--- config.mk ---
export PLATFORM = sky130hd
export DESIGN_NAME = gsensor_spi_slave_flat
export DESIGN_NICKNAME = d
export VERILOG_FILES = /design/src/rtl/gsensor_spi_slave_pkg.sv /design/src/rtl/gsensor_spi_slave_if.sv /design/src/rtl/spi_in_sync.sv /design/src/rtl/gsensor_spi_slave.sv /design/src/flat_wrapper.sv
export SDC_FILE = /design/constraint.sdc
export NUM_CORES = 1
export LEC_CHECK = 0
export BUFFER_PORTS_ARGS = -buffer_cell sky130_fd_sc_hd__clkbuf_2
export CORE_ASPECT_RATIO = 0.7
export CORE_MARGIN = 2
export CORE_UTILIZATION = 54
export DETAILED_ROUTE_END_ITERATION = 10
export GPL_ROUTABILITY_DRIVEN = 0
export PLACE_DENSITY = 0.76
export SYNTH_ARGS = -nofsm -noshare
export SYNTH_HDL_FRONTEND = slang
export SYNTH_SLANG_ARGS = --single-unit
--- constraint.sdc ---
create_clock -name SYS_CLK -period 2.7 [get_ports SYS_CLK]
set_input_delay 0.27 -clock SYS_CLK [delete_from_list [all_inputs] [get_ports SYS_CLK]]
set_output_delay 0.27 -clock SYS_CLK [all_outputs]
set_load 0.05 [all_outputs]
--- src/rtl/gsensor_spi_slave_pkg.sv ---
// Shared definitions for the accelerometer stand-in: register addresses,
// STATUS/CTRL bit positions and the SPI frame FSM states.
package gsensor_pkg;

    localparam logic [5:0] ADDR_WHO_AM_I = 6'h0F;
    localparam logic [5:0] ADDR_CTRL1    = 6'h20;
    localparam logic [5:0] ADDR_CTRL3    = 6'h22;
    localparam logic [5:0] ADDR_STATUS   = 6'h27;
    localparam logic [5:0] ADDR_OUT_X_L  = 6'h28;
    localparam logic [5:0] ADDR_OUT_Z_H  = 6'h2D;

    localparam int STATUS_ZYXDA  = 3;
    localparam int STATUS_ZYXOR  = 7;
    localparam int CTRL3_I1_DRDY = 4;

    typedef enum logic [1:0] {
        ST_IDLE,
        ST_CMD,
        ST_DATA
    } spi_state_e;

    function automatic logic is_out_addr(input logic [5:0] a);
        return (a >= ADDR_OUT_X_L) && (a <= ADDR_OUT_Z_H);
    endfunction

endpackage

--- src/rtl/gsensor_spi_slave_if.sv ---
// Pin-level bundle between the G-sensor SPI master side and the slave model,
// including the sample injection and write-observation ports.
interface gsensor_spi_slave_if;
    logic        CS;
    logic        SCLK;
    logic        DIN;
    logic        DO;
    logic        DO_OE;
    logic        INT1;
    logic        SAMPLE_VALID;
    logic [15:0] SAMPLE_X;
    logic [15:0] SAMPLE_Y;
    logic [15:0] SAMPLE_Z;
    logic        WR_STB;
    logic [5:0]  WR_ADDR;
    logic [7:0]  WR_DATA;

    modport slave (
        input  CS, SCLK, DIN, SAMPLE_VALID, SAMPLE_X, SAMPLE_Y, SAMPLE_Z,
        output DO, DO_OE, INT1, WR_STB, WR_ADDR, WR_DATA
    );

    modport master (
        output CS, SCLK, DIN, SAMPLE_VALID, SAMPLE_X, SAMPLE_Y, SAMPLE_Z,
        input  DO, DO_OE, INT1, WR_STB, WR_ADDR, WR_DATA
    );
endinterface

--- src/rtl/spi_in_sync.sv ---
// Two-flop synchronizer for one asynchronous SPI pin, with a history flop so
// rise/fall are single-cycle pulses on the synchronized copy.
module spi_in_sync #(
    parameter logic RST_VAL = 1'b1
) (
    input  logic clk,
    input  logic rst_n,
    input  logic pin,
    output logic sync,
    output logic rise,
    output logic fall
);
    logic [2:0] sync_pipe;

    always_ff @(posedge clk or negedge rst_n) begin
        if (!rst_n) sync_pipe <= {3{RST_VAL}};
        else        sync_pipe <= {sync_pipe[1:0], pin};
    end

    assign sync = sync_pipe[1];
    assign rise = sync_pipe[1] & ~sync_pipe[2];
    assign fall = ~sync_pipe[1] & sync_pipe[2];
endmodule

--- src/rtl/gsensor_spi_slave.sv ---
// SPI mode-3 slave emulating the accelerometer: register file, injected X/Y/Z
// samples with block-data-update protection, and a data-ready INT1.
module gsensor_spi_slave
    import gsensor_pkg::*;
#(
    parameter logic [7:0] WHO_AM_I_VAL = 8'h33,
    parameter logic [7:0] CTRL1_RST    = 8'h07
) (
    input  logic SYS_CLK,
    input  logic RESET_N,
    gsensor_spi_slave_if.slave bus
);
    localparam int NUM_PINS = 3;
    localparam int PIN_CS   = 0;
    localparam int PIN_SCLK = 1;
    localparam int PIN_DIN  = 2;

    logic [NUM_PINS-1:0] pin_raw, pin_s, pin_rise, pin_fall;
    assign pin_raw = {bus.DIN, bus.SCLK, bus.CS};

    for (genvar i = 0; i < NUM_PINS; i++) begin : g_sync
        spi_in_sync u_sync (
            .clk   (SYS_CLK),
            .rst_n (RESET_N),
            .pin   (pin_raw[i]),
            .sync  (pin_s[i]),
            .rise  (pin_rise[i]),
            .fall  (pin_fall[i])
        );
    end

    logic cs_s, cs_rise, cs_fall, sclk_rise, sclk_fall, din_s;
    assign cs_s      = pin_s[PIN_CS];
    assign cs_rise   = pin_rise[PIN_CS];
    assign cs_fall   = pin_fall[PIN_CS];
    assign sclk_rise = pin_rise[PIN_SCLK];
    assign sclk_fall = pin_fall[PIN_SCLK];
    assign din_s     = pin_s[PIN_DIN];

    logic unused_ok;
    assign unused_ok = &{1'b0, pin_s[PIN_SCLK], pin_rise[PIN_DIN], pin_fall[PIN_DIN]};

    // frame state
    spi_state_e      state, state_nxt;
    logic            bit_tick, cmd_done, data_done, shift_out;
    logic [2:0]      bit_cnt;
    logic [6:0]      rx_sr;
    logic [7:0]      tx_sr;
    logic            rw, ms, touched, do_q;
    logic [5:0]      addr;

    // register file
    logic [7:0]      ctrl1, ctrl3;
    logic [5:0][7:0] out_r, pend_s, sample_in;
    logic            zyxda, zyxor, pend_v, int1_q;
    logic            wr_stb_q;
    logic [5:0]      wr_addr_q;
    logic [7:0]      wr_data_q;

    always_ff @(posedge SYS_CLK or negedge RESET_N) begin
        if (!RESET_N) state <= ST_IDLE;
        else          state <= state_nxt;
    end

    always_comb begin
        state_nxt = state;
        bit_tick  = 1'b0;
        cmd_done  = 1'b0;
        data_done = 1'b0;
        shift_out = 1'b0;
        case (state)
            ST_IDLE: if (cs_fall) state_nxt = ST_CMD;
            ST_CMD: begin
                bit_tick = sclk_rise;
                cmd_done = sclk_rise && (bit_cnt == 3'd7);
                if (cmd_done) state_nxt = ST_DATA;
            end
            ST_DATA: begin
                bit_tick  = sclk_rise;
                data_done = sclk_rise && (bit_cnt == 3'd7);
                shift_out = sclk_fall && rw;
            end
            default: state_nxt = ST_IDLE;
        endcase
        // CS release aborts whatever byte is in flight
        if (cs_rise) begin
            state_nxt = ST_IDLE;
            bit_tick  = 1'b0;
            cmd_done  = 1'b0;
            data_done = 1'b0;
            shift_out = 1'b0;
        end
    end

    logic [7:0] rx_byte, rd_data;
    logic [5:0] ld_addr;
    logic       ld_en, ld_rw, touch_now, wr_en, clr_st, hold, apply;

    assign rx_byte   = {rx_sr, din_s};
    assign ld_en     = cmd_done | data_done;
    assign ld_addr   = cmd_done ? rx_byte[5:0] : (ms ? addr + 6'd1 : addr);
    assign ld_rw     = cmd_done ? rx_byte[7] : rw;
    assign touch_now = ld_en & ld_rw & is_out_addr(ld_addr);
    assign wr_en     = data_done & ~rw;
    assign clr_st    = data_done & rw & (addr == ADDR_OUT_Z_H);
    assign hold      = touched | touch_now;
    assign apply     = ~hold & (bus.SAMPLE_VALID | pend_v);
    assign sample_in = {bus.SAMPLE_Z, bus.SAMPLE_Y, bus.SAMPLE_X};

    always_comb begin
        rd_data = 8'h00;
        case (ld_addr)
            ADDR_WHO_AM_I: rd_data = WHO_AM_I_VAL;
            ADDR_CTRL1:    rd_data = ctrl1;
            ADDR_CTRL3:    rd_data = ctrl3;
            ADDR_STATUS: begin
                rd_data[STATUS_ZYXDA] = zyxda;
                rd_data[STATUS_ZYXOR] = zyxor;
            end
            default: if (is_out_addr(ld_addr)) rd_data = out_r[ld_addr[2:0]];
        endcase
    end

    always_ff @(posedge SYS_CLK or negedge RESET_N) begin
        if (!RESET_N) begin
            bit_cnt   <= '0;
            rx_sr     <= '0;
            tx_sr     <= '0;
            rw        <= 1'b0;
            ms        <= 1'b0;
            addr      <= '0;
            touched   <= 1'b0;
            do_q      <= 1'b0;
            wr_stb_q  <= 1'b0;
            wr_addr_q <= '0;
            wr_data_q <= '0;
        end else begin
            wr_stb_q <= 1'b0;
            if (cs_fall) begin
                bit_cnt <= '0;
                do_q    <= 1'b0;
            end
            if (bit_tick) begin
                rx_sr   <= rx_byte[6:0];
                bit_cnt <= bit_cnt + 3'd1;
            end
            if (cmd_done) begin
                rw <= rx_byte[7];
                ms <= rx_byte[6];
            end
            // tx reload happens on the last rise so the MSB leaves on the next fall
            if (ld_en) begin
                addr  <= ld_addr;
                tx_sr <= rd_data;
            end
            if (shift_out) begin
                do_q  <= tx_sr[7];
                tx_sr <= {tx_sr[6:0], 1'b0};
            end
            if (wr_en) begin
                wr_stb_q  <= 1'b1;
                wr_addr_q <= addr;
                wr_data_q <= rx_byte;
            end
            if (touch_now)    touched <= 1'b1;
            else if (cs_rise) touched <= 1'b0;
        end
    end

    always_ff @(posedge SYS_CLK or negedge RESET_N) begin
        if (!RESET_N) begin
            ctrl1  <= CTRL1_RST;
            ctrl3  <= '0;
            out_r  <= '0;
            pend_s <= '0;
            pend_v <= 1'b0;
            zyxda  <= 1'b0;
            zyxor  <= 1'b0;
            int1_q <= 1'b0;
        end else begin
            int1_q <= zyxda & ctrl3[CTRL3_I1_DRDY];
            if (wr_en && addr == ADDR_CTRL1) ctrl1 <= rx_byte;
            if (wr_en && addr == ADDR_CTRL3) ctrl3 <= rx_byte;
            // a live strobe is newer than anything parked, so it wins
            if (apply) begin
                out_r  <= bus.SAMPLE_VALID ? sample_in : pend_s;
                pend_v <= 1'b0;
                zyxda  <= 1'b1;
                zyxor  <= (~clr_st & (zyxor | zyxda)) | (bus.SAMPLE_VALID & pend_v);
            end else begin
                if (clr_st) begin
                    zyxda <= 1'b0;
                    zyxor <= 1'b0;
                end
                if (bus.SAMPLE_VALID) begin
                    pend_v <= 1'b1;
                    pend_s <= sample_in;
                end
            end
        end
    end

    assign bus.DO_OE   = ~cs_s;
    assign bus.DO      = do_q & ~cs_s;
    assign bus.INT1    = int1_q;
    assign bus.WR_STB  = wr_stb_q;
    assign bus.WR_ADDR = wr_addr_q;
    assign bus.WR_DATA = wr_data_q;
endmodule

--- src/flat_wrapper.sv ---
// flat-port wrapper written by rule: the top's interface ports become plain ports
module gsensor_spi_slave_flat import gsensor_pkg::*;
#(
    parameter logic [7:0] WHO_AM_I_VAL = 8'h33,
    parameter logic [7:0] CTRL1_RST    = 8'h07
)
  (SYS_CLK, RESET_N, bus_CS, bus_SCLK, bus_DIN, bus_SAMPLE_VALID, bus_SAMPLE_X, bus_SAMPLE_Y, bus_SAMPLE_Z, bus_DO, bus_DO_OE, bus_INT1, bus_WR_STB, bus_WR_ADDR, bus_WR_DATA);
  gsensor_spi_slave_if bus_i ();
  input  logic SYS_CLK;
  input  logic RESET_N;
  input wire logic [$bits(bus_i.CS)-1:0] bus_CS;
  input wire logic [$bits(bus_i.SCLK)-1:0] bus_SCLK;
  input wire logic [$bits(bus_i.DIN)-1:0] bus_DIN;
  input wire logic [$bits(bus_i.SAMPLE_VALID)-1:0] bus_SAMPLE_VALID;
  input wire logic [$bits(bus_i.SAMPLE_X)-1:0] bus_SAMPLE_X;
  input wire logic [$bits(bus_i.SAMPLE_Y)-1:0] bus_SAMPLE_Y;
  input wire logic [$bits(bus_i.SAMPLE_Z)-1:0] bus_SAMPLE_Z;
  output wire logic [$bits(bus_i.DO)-1:0] bus_DO;
  output wire logic [$bits(bus_i.DO_OE)-1:0] bus_DO_OE;
  output wire logic [$bits(bus_i.INT1)-1:0] bus_INT1;
  output wire logic [$bits(bus_i.WR_STB)-1:0] bus_WR_STB;
  output wire logic [$bits(bus_i.WR_ADDR)-1:0] bus_WR_ADDR;
  output wire logic [$bits(bus_i.WR_DATA)-1:0] bus_WR_DATA;
  assign bus_i.CS = bus_CS;
  assign bus_i.SCLK = bus_SCLK;
  assign bus_i.DIN = bus_DIN;
  assign bus_i.SAMPLE_VALID = bus_SAMPLE_VALID;
  assign bus_i.SAMPLE_X = bus_SAMPLE_X;
  assign bus_i.SAMPLE_Y = bus_SAMPLE_Y;
  assign bus_i.SAMPLE_Z = bus_SAMPLE_Z;
  assign bus_DO = bus_i.DO;
  assign bus_DO_OE = bus_i.DO_OE;
  assign bus_INT1 = bus_i.INT1;
  assign bus_WR_STB = bus_i.WR_STB;
  assign bus_WR_ADDR = bus_i.WR_ADDR;
  assign bus_WR_DATA = bus_i.WR_DATA;
  gsensor_spi_slave #(.WHO_AM_I_VAL(WHO_AM_I_VAL), .CTRL1_RST(CTRL1_RST)) u_core (.SYS_CLK(SYS_CLK), .RESET_N(RESET_N), .bus(bus_i));
endmodule
After elaboration in Yosys (flattened, before gate mapping)

Cells that the tools add are included.

Multiplexer cells: 37
Order comparisons: 3
Add/sub/neg operators: 2
Reductions and logical operators: 14
Equal/unequal tests: 13
Bitwise gates (word level): 26

Operator list:

| kind                  | count |
|---|---|
| $mux W48              | 1 |
| $eq A6 B6 Y1 const B  | 6 |
| $mux W8               | 4 |
| $bmux W8 S3           | 1 |
| $pmux W3 S4           | 2 |
| $mux W1               | 19 |
| $and A1 B1 Y1         | 14 |
| $mux W6               | 2 |
| $reduce_bool A2 Y1    | 6 |
| $pmux W1 S4           | 2 |
| $not A1 Y1            | 7 |
| $add A6 B1 Y6 const B | 1 |
| $eq A6 B4 Y1 const B  | 1 |
| $ge A6 B6 Y1 const B  | 1 |
| $le A6 B6 Y1 const B  | 1 |
| $mux W2               | 3 |
| $mux W3               | 2 |
| $ne A3 B1 Y1 const B  | 2 |
| $pmux W2 S3           | 1 |
| $logic_and A1 B1 Y1   | 5 |
| $or A1 B1 Y1          | 5 |
| $lt A3 B4 Y1 const B  | 1 |
| $add A3 B1 Y3 const B | 1 |
| $eq A3 B3 Y1 const B  | 1 |
| other kinds (6)       | 6 |

Bits in registers: 169
Bits of input ports: 54
Word-level logic and storage cells: 128

Longest topological paths before layout

Depth after elaboration: 13
Gate-level depth with buffers: 12

By module

From an unflattened synthesis, not the netlist that was laid out.

Cells, all modules: 643
Area, all modules: 7922.6 um2

By module, submodules not included:

| module            | area an instance (um2) | cells each | instances |
|---|---|---|---|
| gsensor_spi_slave | 7641.1                 | 628        | 1 |
| spi_in_sync       | 93.8                   | 5          | 3 |

Worst setup path before layout

No wires, ideal clock.

Path kind: reg-to-reg
Start point: register u_core.addr[1]
End point: register u_core.out_r[15] (netlist bit)
Clock period less this slack: 2.717 ns
Data required time: 2.575 ns
Setup slack: -0.017 ns
Arrival time: 2.592 ns
Cell stages (with the launch flop): 12
Buffers on the path: 3
Cell sequence: dfrtp_1 > clkbuf_1 > inv_1 > ha_1 > mux2_2 > a31o_2 > a41o_1 > a221oi_4 > nor3_2 > buf_6 > buf_6 > mux2_4

Word-level cells in the longest chain between the ends: 9

Ends and longest elaborated chain:

| item                                                | line                        | RTL |
|---|---|---|
| from (decl)                                         | gsensor_spi_slave.sv:50     | `logic [5:0] addr;` |
| from (signal assigned)                              | gsensor_spi_slave.sv:153    | `addr <= ld_addr;` |
| $add A6 B1 Y6                                       | gsensor_spi_slave.sv:101    | `assign ld_addr = cmd_done ? rx_byte[5:0] : (ms ? addr + 6'd1 : addr);` |
| $mux W6 (*) (2 in a row)                            | gsensor_spi_slave.sv:101    |  |
| $ge A6 B6 Y1 / $le A6 B6 Y1 (equally long branches) | gsensor_spi_slave_pkg.sv:23 | `return (a >= ADDR_OUT_X_L) && (a <= ADDR_OUT_Z_H);` |
| $logic_and A1 B1 Y1 (*)                             | gsensor_spi_slave_pkg.sv:23 |  |
| $and A1 B1 Y1 (*)                                   | gsensor_spi_slave.sv:103    | `assign touch_now = ld_en & ld_rw & is_out_addr(ld_addr);` |
| $or A1 B1 Y1 (*)                                    | gsensor_spi_slave.sv:106    | `assign hold = touched \| touch_now;` |
| $not A1 Y1 (*)                                      | gsensor_spi_slave.sv:107    | `assign apply = ~hold & (bus.SAMPLE_VALID \| pend_v);` |
| $and A1 B1 Y1 (*)                                   | gsensor_spi_slave.sv:107    |  |
| to (signal assigned)                                | gsensor_spi_slave.sv:186    | `out_r <= bus.SAMPLE_VALID ? sample_in : pend_s;` |
| to (decl)                                           | gsensor_spi_slave.sv:54     | `logic [5:0][7:0] out_r, pend_s, sample_in;` |

Every way passes the cells marked *; elsewhere a longest branch is shown, timed or not.
A chain may end at the register's enable or synchronous reset.

Worst setup path in the final report

Start point: register u_core.bit_cnt[1]
End point: register u_core.out_r[12] (netlist bit)

Word-level cells in the longest chain between the ends: 11

Ends and longest elaborated chain:

| item                                                | line                                             | RTL |
|---|---|---|
| from (decl)                                         | gsensor_spi_slave.sv:46                          | `logic [2:0] bit_cnt;` |
| from (signal assigned)                              | gsensor_spi_slave.sv:145                         | `bit_cnt <= bit_cnt + 3'd1;` |
| $eq A3 B3 Y1 (*)                                    | gsensor_spi_slave.sv:75, gsensor_spi_slave.sv:80 |  |
| $logic_and A1 B1 Y1 (*)                             | gsensor_spi_slave.sv:75, gsensor_spi_slave.sv:80 |  |
| $mux W1                                             | gsensor_spi_slave.sv:71                          | `case (state)` |
| $mux W1                                             | gsensor_spi_slave.sv:86                          | `if (cs_rise) begin` |
| $mux W6                                             | gsensor_spi_slave.sv:101                         |  |
| $ge A6 B6 Y1 / $le A6 B6 Y1 (equally long branches) | gsensor_spi_slave_pkg.sv:23                      |  |
| $logic_and A1 B1 Y1                                 | gsensor_spi_slave_pkg.sv:23                      |  |
| $and A1 B1 Y1 (*)                                   | gsensor_spi_slave.sv:103                         |  |
| $or A1 B1 Y1 (*)                                    | gsensor_spi_slave.sv:106                         |  |
| $not A1 Y1 (*)                                      | gsensor_spi_slave.sv:107                         |  |
| $and A1 B1 Y1 (*)                                   | gsensor_spi_slave.sv:107                         |  |

Marked as above.

==> run_results.csv <==
group,metric,value,unit
sta,fin_crit_sh,102.9,%
sta,fmax,359.8,MHz
synthesis,netlist_area,8320,µm²
synthesis,ys_ff_latch,169,
synthesis,yosysSeqAreaShare,50.99,%
critical_path,start_kind,"flip-flop",
sta,slew_violations,0,
routing,drc,0,
clock_tree,clock_path_buffers,2,
outcome,violations,"negative setup slack",
clock_tree,insertion_delay,0.44,ns
sta,final_hold_viol_count,0,
finish,nNetsFinal,962,
synthesis,synth_top_area_share,47.52,%
sta,slew_headroom,55.81,%
sta,timing.hold.ws,0.08307,ns
global_route,antenna_found_initial,0,
synthesis,yosysTopAreaCell,"dfrtp_1",
synthesis,synth_top_family_by_area,"compound AO/OA/AOI/OAI gates",
sta,post-route-min-period,2.779,ns
critical_path,critical_path_class,"flip-flop to flip-flop",
floorplan,dieHeight,107.9,µm
synthesis,avgSynthCellArea,10.72,µm²
routing,first_iter_violations,694,
critical_path,worstPathArrival,3.09,ns
routing,wl_per_cell,20.96,µm
placed_design,place_ws,-0.09226,ns
finish,drive_gt1_share,37.94,%
routing,drtPass1Iterations,5,
placed_design,hpwl,14.53,mm
job,cap_violations,0,
clock_tree,cts_tree,"done",
power_and_ir_drop,leakage,0.004912,µW
critical_path,path_max_fanout,14,
global_route,grt_pass1_wl,35.03,mm
floorplan,start_util,55.99,%
placed_design,numPortBuffers,71,
routing,num_vias,6793,
global_route,grt_pass1_vias,6655,
global_route,grt_max_degree,72,
synthesis,synthFlopType,"dfrtp_1",
outcome,status,"complete, but fails checks",
power_and_ir_drop,pwr_density_cell,574.4,nW/µm²
floorplan,fp.coreArea,14860,µm²
finish,final.fill_count,982,
hold_path,holdPathStages,3,
critical_path,crit_path_end_kind,"flip-flop",
floorplan,die_w,152.4,µm
synthesis,synth_area_leaders,"dfrtp_1 (48%), mux2_2 (11%), o2bb2ai_1 (5.1%)",
floorplan,io_pins,72,
sta,tightestPinTransition,0.6628,ns
clock_tree,cts-buffers-inserted,17,
routing,routed_wirelength,23.21,mm
sta,setup_viol,47,
floorplan,dieArea,16430,µm²
clock_tree,clk_pin_slew,0.07,ns
sta,finalWorstSetupSlack,-0.07945,ns
power_and_ir_drop,power.total,6109,µW
hold_path,hold_path_class,"primary input to flip-flop",
synthesis,ys.warnings.count,0,
sta,rsz0062_at_grt,"true",
finish,layout_common_cells,"dfrtp_1 (158), nand2_1 (92), mux2_2 (77)",
synthesis,synth_nets,839,
routing,vias_per_cell,6.136,
synthesis,synth_compound_area_share,18.06,%
floorplan,row_count,37,
finish,n_antenna_cell,0,
sta,tns,-1.664,ns
synthesis,synth_cells,776,
synthesis,synth_edf_count,0,
synthesis,synth-xor-area-share,0.6316,%
finish,syn2layout_area_growth,27.82,%
finish,mostFrequentLayoutCell,"dfrtp_1",
routing,ant_nets,0,
sta,finClkSkew,0.01473,ns
critical_path,cp.required,3.01,ns
clock_tree,htree_levels,4,
synthesis,synth_cell_types,71,
clock_tree,cts.sinks,169,
critical_path,rr_worst_depth,12,
clock_tree,root_buffer,"clkbuf_16",
synthesis,yosys.area_share.simple,9.940,%
synthesis,synth-adder-area-share,1.474,%
synthesis,synthArstFlopShare,100.0,%
global_route,grt_use_total,27.19,%
finish,final_core_util,71.57,%
synthesis,muxShareOfSynthArea,13.59,%
global_route,overflow,0,
power_and_ir_drop,peakVddDrop,0.0004726,V
[state kept, by name (all words and copies together), names as in the netlist, 2 cells and up]
register / count
u_core.bit_cnt: 3
u_core.out_r: 48
u_core.state: 2
u_core.g_sync.u_sync.sync_pipe: 8
u_core.bus.WR_DATA: 8
u_core.ctrl3: 8
u_core.tx_sr: 8
u_core.bus.WR_ADDR: 6
u_core.addr: 6
u_core.pend_s: 48
u_core.ctrl1: 8
u_core.rx_sr: 7
[final cells by class]
cell class	instances	area, µm²	share of cell area, %
tap	195	244.0	2.294
multi-input combinational	499	4138	38.91
timing repair buffer	154	1216	11.44
inverter	58	220.2	2.071
clock buffer	21	450.4	4.235
clock inverter	11	123.9	1.165
sequential	169	4243	39.89
[power by group]
part           leakage (µW)  switching [µW]  total, µW  internal [µW]
Combinational       0.00247             395        775            380
Clock              0.000261            1030       2410           1380
Sequential          0.00218             195       2920           2730
Total               0.00491            1620       6110           4490
[through the flow]
stage                     instances  area (µm²)
final                          1107       10640
after global routing           1107       10640
after CTS                      1078        9831
after detailed placement       1042        9178
after global placement         1042        9178
after floorplan                 776        8328
[cell families after synthesis]
kind of cell / count (synthesis)
AO/OA/AOI/OAI: 210
XOR/XNOR: 6
adder cells (fa/ha/maj): 10
buffers and inverters: 108
flip-flops: 169
multiplexers: 98
AND/OR/NAND/NOR: 175
[routing by layer]
metal / global-route usage [%] / part of all wire, % / up-vias / routed length (µm)
li1: - / - / 3023 / -
met1: 38.52 / 44 / 3413 / 10140
met2: 41.99 / 46 / 314 / 10720
met3: 6.039 / 8.4 / 43 / 1948
met4: 8.879 / 1.7 / 0 / 391
met5: 0 / 0 / - / 0
[path summary, 6_finish.rpt]
kind,startpoint,slack [ns],end
max,u_core.bit_cnt[1],-0.08,u_core.out_r[12]
min,bus_SAMPLE_Y[3],0.08,u_core.pend_s[19]
max reg2reg,u_core.bit_cnt[1],-0.08,u_core.out_r[12]
min reg2reg,u_core.g_sync[0].u_sync.sync_pipe[0],0.36,u_core.g_sync[0].u_sync.sync_pipe[1]
max in group asynchronous,RESET_N,1.43,u_core.ctrl1[0]
min in group asynchronous,RESET_N,0.42,u_core.pend_s[44]
[cells in the mapped netlist, drive strengths merged (4+ instances only)]
master / n
o2bb2ai: 48
clkbuf: 30
ha: 9
a211oi: 7
dfstp: 11
a21oi: 19
inv: 58
buf: 20
mux2: 93
nand3: 16
nor2b: 6
or4: 4
nand2: 92
mux2i: 5
o31ai: 4
o32a: 4
and3: 10
o21ai: 70
a211o: 4
nor2: 21
dfrtp: 158
a21boi: 6
a221oi: 5
a31oi: 5
[critical path: stages, from the launching register on]
cell and delay, ns:
dfrtp_1 0.38, ha_2 0.20, ha_4 0.13, nand3b_1 0.15
buf_6 0.17, buf_4 0.13, o311ai_4 0.25, a41o_1 0.28
a221oi_4 0.06, nor3_4 0.21, buf_6 0.17, clkbuf_16 0.18
mux2_2 0.35
[timing repair]
| item | CTS | global route |
|---|---|---|
| hold endpoints to repair | 63 | 0 |
| gates cloned | 0 | 7 |
| hold buffers | 4 | 0 |
| gates resized for setup | 7 | 79 |
| setup buffers | 0 | 23 |
| setup endpoints to repair | 72 | 116 |
| pin swaps | 2 | 15 |
Power figures use the tool's default switching activity.
